==> config.mk <==
export PLATFORM = sky130hd
export DESIGN_NAME = jump_seq_ctrl_flat
export DESIGN_NICKNAME = d
export VERILOG_FILES = /design/src/rtl/jump_seq_ctrl_pkg.sv /design/src/rtl/jump_seq_ctrl_if.sv /design/src/rtl/jump_seq_ctrl_target_calc.sv /design/src/rtl/jump_seq_ctrl.sv /design/src/flat_wrapper.sv
export SDC_FILE = /design/constraint.sdc
export NUM_CORES = 1
export LEC_CHECK = 0
export CORE_ASPECT_RATIO = 0.8
export CORE_UTILIZATION = 55
export DETAILED_ROUTE_END_ITERATION = 8
export GPL_TIMING_DRIVEN = 0
export PLACE_DENSITY = 0.85
export SYNTH_ARGS = -nofsm -noshare
export SYNTH_HDL_FRONTEND = slang
export SYNTH_SLANG_ARGS = --single-unit
==> constraint.sdc <==
create_clock -name CLK -period 9.1 [get_ports CLK]
set_clock_uncertainty 0.2 [all_clocks]
set_input_delay 1.82 -clock CLK [delete_from_list [all_inputs] [get_ports CLK]]
set_output_delay 1.82 -clock CLK [all_outputs]
set_load 0.03 [all_outputs]
==> src/rtl/jump_seq_ctrl_pkg.sv <==
// jump_seq_ctrl_pkg: shared opcodes, FSM states, exception codes and immediate helpers
package jump_seq_ctrl_pkg;
   localparam logic [6:0] OPC_JAL  = 7'b1101111;
   localparam logic [6:0] OPC_JALR = 7'b1100111;

   typedef enum logic [2:0] {IDLE, CALC, WB, FETCH, TRAP} state_e;

   typedef enum logic [1:0] {
      EXC_NONE     = 2'b00,
      EXC_MISALIGN = 2'b01,
      EXC_TIMEOUT  = 2'b10
   } exc_cause_e;

   function automatic logic [31:0] imm_j(input logic [31:0] insn);
      return {{12{insn[31]}}, insn[19:12], insn[20], insn[30:21], 1'b0};
   endfunction

   function automatic logic [31:0] imm_i(input logic [31:0] insn);
      return {{20{insn[31]}}, insn[31:20]};
   endfunction

   function automatic logic is_jal(input logic [31:0] insn);
      return insn[6:0] == OPC_JAL;
   endfunction

   function automatic logic is_jalr(input logic [31:0] insn);
      return insn[6:0] == OPC_JALR && insn[14:12] == 3'b000;
   endfunction
endpackage

==> src/rtl/jump_seq_ctrl_if.sv <==
// jump_seq_ctrl_if: instruction, writeback, fetch and exception signals of the jump sequencer
interface jump_seq_ctrl_if #(parameter int XLEN = 32);
   logic            insn_valid;
   logic            insn_ready;
   logic [31:0]     INSN;
   logic [XLEN-1:0] pc;
   logic [XLEN-1:0] rs1_data;
   logic            rd_we;
   logic [4:0]      rd_addr;
   logic [XLEN-1:0] rd_wdata;
   logic            pc_we;
   logic [XLEN-1:0] pc_next;
   logic            addr_sel;
   logic            sub_sra;
   logic            mem_we;
   logic            fetch_req;
   logic [XLEN-1:0] fetch_addr;
   logic            fetch_ack;
   logic            illegal;
   logic            exc_valid;
   logic [1:0]      exc_cause;
   logic            exc_ack;
   logic            busy;

   modport master (
      output insn_valid, INSN, pc, rs1_data, fetch_ack, exc_ack,
      input  insn_ready, rd_we, rd_addr, rd_wdata, pc_we, pc_next, addr_sel, sub_sra,
             mem_we, fetch_req, fetch_addr, illegal, exc_valid, exc_cause, busy
   );

   modport slave (
      input  insn_valid, INSN, pc, rs1_data, fetch_ack, exc_ack,
      output insn_ready, rd_we, rd_addr, rd_wdata, pc_we, pc_next, addr_sel, sub_sra,
             mem_we, fetch_req, fetch_addr, illegal, exc_valid, exc_cause, busy
   );
endinterface

==> src/rtl/jump_seq_ctrl_target_calc.sv <==
// jump_target_calc: JAL/JALR target and link computation with target alignment check
module jump_target_calc
   import jump_seq_ctrl_pkg::*;
#(
   parameter int XLEN       = 32,
   parameter int ALIGN_BITS = 2
) (
   input  logic [31:0]     insn_i,
   input  logic [XLEN-1:0] pc_i,
   input  logic [XLEN-1:0] rs1_i,
   output logic [XLEN-1:0] target_o,
   output logic [XLEN-1:0] link_o,
   output logic [4:0]      rd_o,
   output logic            misaligned_o
);
   logic            jal;
   logic [XLEN-1:0] sum;

   always_comb begin
      jal          = is_jal(insn_i);
      sum          = jal ? pc_i + XLEN'($signed(imm_j(insn_i)))
                         : rs1_i + XLEN'($signed(imm_i(insn_i)));
      target_o     = jal ? sum : {sum[XLEN-1:1], 1'b0};
      link_o       = pc_i + XLEN'(4);
      rd_o         = insn_i[11:7];
      misaligned_o = |target_o[ALIGN_BITS-1:0];
   end
endmodule

==> src/rtl/jump_seq_ctrl.sv <==
// jump_seq_ctrl: multi-cycle JAL/JALR sequencer (accept, calc, writeback, target fetch, trap)
module jump_seq_ctrl
   import jump_seq_ctrl_pkg::*;
#(
   parameter int XLEN       = 32,
   parameter int ALIGN_BITS = 2,
   parameter int FETCH_TMO  = 15
) (
   input logic          CLK,
   input logic          RST,
   jump_seq_ctrl_if.slave bus
);
   localparam int CW = $clog2(FETCH_TMO + 1);

   state_e          state_q, state_d;
   exc_cause_e      cause_q;
   logic [31:0]     insn_q;
   logic [XLEN-1:0] pc_q, rs1_q, target_q, link_q;
   logic [XLEN-1:0] calc_target, calc_link;
   logic [4:0]      rd_q, calc_rd;
   logic            calc_mis, illegal_q, accept, jump_word, tmo_hit;
   logic [CW-1:0]   tmo_q, tmo_d;

   assign accept    = state_q == IDLE && bus.insn_valid;
   assign jump_word = is_jal(bus.INSN) || is_jalr(bus.INSN);
   assign tmo_hit   = tmo_q == CW'(FETCH_TMO - 1);

   jump_target_calc #(.XLEN(XLEN), .ALIGN_BITS(ALIGN_BITS)) u_calc (
      .insn_i       (insn_q),
      .pc_i         (pc_q),
      .rs1_i        (rs1_q),
      .target_o     (calc_target),
      .link_o       (calc_link),
      .rd_o         (calc_rd),
      .misaligned_o (calc_mis)
   );

   always_ff @(posedge CLK or posedge RST) begin
      if (RST) state_q <= IDLE;
      else     state_q <= state_d;
   end

   // fetch_ack is tested before the timeout so an ack on the limit cycle wins
   always_comb begin
      state_d = state_q;
      tmo_d   = '0;
      unique case (state_q)
         IDLE:    state_d = accept && jump_word ? CALC : IDLE;
         CALC:    state_d = calc_mis ? TRAP : WB;
         WB:      state_d = FETCH;
         FETCH: begin
            if (bus.fetch_ack)  state_d = IDLE;
            else if (tmo_hit)   state_d = TRAP;
            else                tmo_d   = tmo_q + 1'b1;
         end
         TRAP:    state_d = bus.exc_ack ? IDLE : TRAP;
         default: state_d = IDLE;
      endcase
   end

   always_ff @(posedge CLK or posedge RST) begin
      if (RST) begin
         insn_q    <= '0;
         pc_q      <= '0;
         rs1_q     <= '0;
         target_q  <= '0;
         link_q    <= '0;
         rd_q      <= '0;
         tmo_q     <= '0;
         illegal_q <= 1'b0;
         cause_q   <= EXC_NONE;
      end else begin
         tmo_q     <= tmo_d;
         illegal_q <= accept && !jump_word;
         if (accept) begin
            insn_q <= bus.INSN;
            pc_q   <= bus.pc;
            rs1_q  <= bus.rs1_data;
         end
         if (state_q == CALC) begin
            target_q <= calc_target;
            link_q   <= calc_link;
            rd_q     <= calc_rd;
         end
         if (state_d == TRAP && state_q != TRAP)
            cause_q <= state_q == FETCH ? EXC_TIMEOUT : EXC_MISALIGN;
      end
   end

   always_comb begin
      bus.insn_ready = state_q == IDLE;
      bus.busy       = state_q != IDLE;
      bus.rd_we      = state_q == WB && rd_q != 5'd0;
      bus.rd_addr    = rd_q;
      bus.rd_wdata   = link_q;
      bus.pc_we      = state_q == WB;
      bus.pc_next    = target_q;
      bus.addr_sel   = state_q == FETCH;
      bus.fetch_req  = state_q == FETCH;
      bus.fetch_addr = target_q;
      bus.sub_sra    = 1'b0;
      bus.mem_we     = 1'b0;
      bus.illegal    = illegal_q;
      bus.exc_valid  = state_q == TRAP;
      bus.exc_cause  = state_q == TRAP ? cause_q : EXC_NONE;
   end
endmodule

==> src/flat_wrapper.sv <==
// flat-port wrapper written by rule: the top's interface ports become plain ports
module jump_seq_ctrl_flat import jump_seq_ctrl_pkg::*;
#(
   parameter int XLEN       = 32,
   parameter int ALIGN_BITS = 2,
   parameter int FETCH_TMO  = 15
)
  (CLK, RST, bus_insn_valid, bus_INSN, bus_pc, bus_rs1_data, bus_fetch_ack, bus_exc_ack, bus_insn_ready, bus_rd_we, bus_rd_addr, bus_rd_wdata, bus_pc_we, bus_pc_next, bus_addr_sel, bus_sub_sra, bus_mem_we, bus_fetch_req, bus_fetch_addr, bus_illegal, bus_exc_valid, bus_exc_cause, bus_busy);
  jump_seq_ctrl_if #(.XLEN(XLEN)) bus_i ();
  input logic CLK;
  input logic RST;
  input wire logic [$bits(bus_i.insn_valid)-1:0] bus_insn_valid;
  input wire logic [$bits(bus_i.INSN)-1:0] bus_INSN;
  input wire logic [$bits(bus_i.pc)-1:0] bus_pc;
  input wire logic [$bits(bus_i.rs1_data)-1:0] bus_rs1_data;
  input wire logic [$bits(bus_i.fetch_ack)-1:0] bus_fetch_ack;
  input wire logic [$bits(bus_i.exc_ack)-1:0] bus_exc_ack;
  output wire logic [$bits(bus_i.insn_ready)-1:0] bus_insn_ready;
  output wire logic [$bits(bus_i.rd_we)-1:0] bus_rd_we;
  output wire logic [$bits(bus_i.rd_addr)-1:0] bus_rd_addr;
  output wire logic [$bits(bus_i.rd_wdata)-1:0] bus_rd_wdata;
  output wire logic [$bits(bus_i.pc_we)-1:0] bus_pc_we;
  output wire logic [$bits(bus_i.pc_next)-1:0] bus_pc_next;
  output wire logic [$bits(bus_i.addr_sel)-1:0] bus_addr_sel;
  output wire logic [$bits(bus_i.sub_sra)-1:0] bus_sub_sra;
  output wire logic [$bits(bus_i.mem_we)-1:0] bus_mem_we;
  output wire logic [$bits(bus_i.fetch_req)-1:0] bus_fetch_req;
  output wire logic [$bits(bus_i.fetch_addr)-1:0] bus_fetch_addr;
  output wire logic [$bits(bus_i.illegal)-1:0] bus_illegal;
  output wire logic [$bits(bus_i.exc_valid)-1:0] bus_exc_valid;
  output wire logic [$bits(bus_i.exc_cause)-1:0] bus_exc_cause;
  output wire logic [$bits(bus_i.busy)-1:0] bus_busy;
  assign bus_i.insn_valid = bus_insn_valid;
  assign bus_i.INSN = bus_INSN;
  assign bus_i.pc = bus_pc;
  assign bus_i.rs1_data = bus_rs1_data;
  assign bus_i.fetch_ack = bus_fetch_ack;
  assign bus_i.exc_ack = bus_exc_ack;
  assign bus_insn_ready = bus_i.insn_ready;
  assign bus_rd_we = bus_i.rd_we;
  assign bus_rd_addr = bus_i.rd_addr;
  assign bus_rd_wdata = bus_i.rd_wdata;
  assign bus_pc_we = bus_i.pc_we;
  assign bus_pc_next = bus_i.pc_next;
  assign bus_addr_sel = bus_i.addr_sel;
  assign bus_sub_sra = bus_i.sub_sra;
  assign bus_mem_we = bus_i.mem_we;
  assign bus_fetch_req = bus_i.fetch_req;
  assign bus_fetch_addr = bus_i.fetch_addr;
  assign bus_illegal = bus_i.illegal;
  assign bus_exc_valid = bus_i.exc_valid;
  assign bus_exc_cause = bus_i.exc_cause;
  assign bus_busy = bus_i.busy;
  jump_seq_ctrl #(.XLEN(XLEN), .ALIGN_BITS(ALIGN_BITS), .FETCH_TMO(FETCH_TMO)) u_core (.CLK(CLK), .RST(RST), .bus(bus_i));
endmodule
==> impl_metrics.ini <==
[status]
status = complete, no violations

[cts]
cts_root_buf = clkbuf_16
postCtsSetupBuffers = 0
cts_buffers = 17
cts-hold-fix-buffers = 0
ctsHtreeMaxLevel = 4
cts.repair.resized = 0
tritoncts = yes
path_clk_slew_ps = 70
cts.sinks = 175
insertion_delay_ps = 430
cts_buffer_depth = 2

[die]
start_util = 0.560
dieWidth_um = 157
core_area_um2 = 19000
die_y_um = 126
die_area_um2 = 19900
rows = 45
top_level_ports = 214

[job]
cap_violations = 0

[timing]
max_slew_margin = 0.146
hold_viol_final = 0
fmax_ghz = 0.239
layout_min_cycle_time_ps = 4190
setup_tns_ps = 0
rsz0062_at_grt = false
tightestPinTransition_ps = 1280
worst_slack_ps = 4910
holdWs_ps = 278
finalSetupViolCount = 0
maxSlewViolCount = 0
fin_crit_sh = 0.461

[drt]
drc = 0
via_count = 9300
initialDrtViolationCount = 750
drt_wl_total_mm = 29.7
viasPerCell = 5.83
wl_per_cell_um = 18.6
ant_nets = 0
first_pass_iters = 7

[synthesis]
yosysMostFrequentCell = dfrtp_1
synth-edff-count = 0
synth_area_leaders = dfrtp_1 41%, mux2_2 9.9%, ha_1 7.4%
synth_top_area_frac = 0.412
netlist_area_um2 = 10600
synthCells = 1091
synth_cell_types = 71
synth_seq_cells = 175
ys_async_sr_fraction = 1.00
yosysSeqAreaShare = 0.412
synthTopCellsByCount = 175 x dfrtp_1, 136 x nand2_1, 96 x o21ai_0
synth_ff_type = dfrtp_1
ys_warn_count = 0
yosysTopAreaCell = dfrtp_1
syn-mean-instance-area_um2 = 9.74

[cells_and_area]
drive_gt1_frac = 0.134
final_nets = 1489
n_fill_cell = 1430
fin_cells = 1594
syn_to_final_growth_pct = 28.8
diodes = 0

[placement]
post-place-cells = 1562
post-place-ws_ps = 4720
hpwlAfterDp_mm = 22.4
io_buffers = 211
gp_congestion = 0.908

[worst_setup_path]
ff2ff_path_depth = 9
critPathArrivalTime_ps = 4290
crit_type = flop to flop
critPathRequiredTime_ps = 9200
start_kind = flop
rr_startpoint = u_core.insn_q[31]
worstPathMaxFanout = 34
r2r-end = u_core.bus.fetch_addr[31]
ff2ff_setup_slack_ps = 4910
end_kind = flop

[grt]
grt_pass1_wl_mm = 47.4
grtUsageTotal = 0.308
grt_overflow_total = 0
grt_max_degree = 110
antenna_found_initial = 0
grt_pass1_vias = 9194

[worst_hold_path]
hold_path.class = flop to flop
hold_end = u_core.bus.rd_addr[1]
hold_depth = 2
min-delay-start = u_core.insn_q[8]
-- through the flow --
stage,utilization,instance area (µm²)
after global placement,0.689,13100
after global routing,0.722,13700
after detailed placement,0.691,13100
after CTS,0.722,13700
after floorplan,-,10600
final,0.722,13700
-- worst max-delay path, cell delays in order, from the launching register on --
cell and delay (ps):
dfrtp_1 1190, ha_1 240, clkbuf_1 260, nand4_1 200
o31ai_1 720, a31oi_1 380, o21ai_0 260, a31oi_1 130
xnor2_1 270, o221ai_1 170
-- worst max-delay path by stage --
stage | start | to | slack [ps] | depth (start not counted)
CTS | u_core.state_q[0] | bus_exc_cause[0] | 4950 | 4
detailed placement | bus_insn_valid | u_core.pc_q[28] | 4720 | 5
finish | u_core.insn_q[31] | u_core.bus.fetch_addr[31] | 4910 | 9
global route | u_core.insn_q[31] | u_core.bus.fetch_addr[31] | 4680 | 9
global placement | RST | u_core.pc_q[30] | 40 | 2
floorplan | RST | u_core.bus.fetch_addr[0] | 2330 | 1
-- cells by family (layout without fill, tap and decap cells) --
family | count (synthesis) | count (layout) | share of synthesized area
flops | 175 | 175 | 0.412
buf+inv | 95 | 339 | 0.0493
other cells | 1 | 2 | 0.000353
compound gates | 261 | 261 | 0.153
mux | 96 | 96 | 0.101
xor+xnor | 82 | 82 | 0.0676
fa+ha+maj | 65 | 65 | 0.0779
simple gates | 316 | 316 | 0.139
-- layer usage --
| metal | up-vias | wire length (µm) | track usage |
|---|---|---|---|
| met2 | 368 | 13800 | 0.495 |
| met4 | 0 | 703 | 0.0931 |
| met3 | 57 | 1990 | 0.0482 |
| met5 | - | 0 | 0 |
| li1 | 4322 | - | - |
| met1 | 4553 | 13200 | 0.430 |
-- layout make-up --
| class | instances | area [µm²] | area share |
|---|---|---|---|
| multi-input combinational | 822 | 5730 | 0.418 |
| sequential | 175 | 4380 | 0.320 |
| timing repair buffer | 212 | 2140 | 0.156 |
| clock buffer | 19 | 443 | 0.0323 |
| buffer | 73 | 442 | 0.0322 |
| tap | 258 | 323 | 0.0236 |
| clock inverter | 13 | 150 | 0.0110 |
| inverter | 22 | 90.1 | 0.00658 |
-- sequential cells by signal, summed over array words and instances (netlist names) --
register	flops
u_core.bus.illegal	1
u_core.pc_q	32
u_core.cause_q	2
u_core.rs1_q	32
u_core.bus.rd_wdata	32
u_core.insn_q	32
u_core.state_q	3
u_core.tmo_q	4
u_core.bus.fetch_addr	32
u_core.bus.rd_addr	5
-- cells in the final DEF (no fill, tap or decap), drive strengths merged, types with 4 or more instances in the layout --
cell             n
and4             5
and2            12
a21o            24
nand4           14
nor2            61
o21ai           97
xnor2           43
inv             28
a211oi           4
nand2b           4
dfrtp          175
nand2          136
a221o            5
clkdlybuf4s50  211
o21a            10
and3            13
mux2            93
nor2b            8
clkinv           4
nor3            15
a31oi           13
a22oi            4
ha              63
nand3           29
xor2            39
clkbuf          56
a21oi           67
o21bai           6
buf             36
o211ai           5
Power is left out: the tool's default activity adds up to more than one toggle a clock period on the data nets, which glitch-free logic cannot reach.
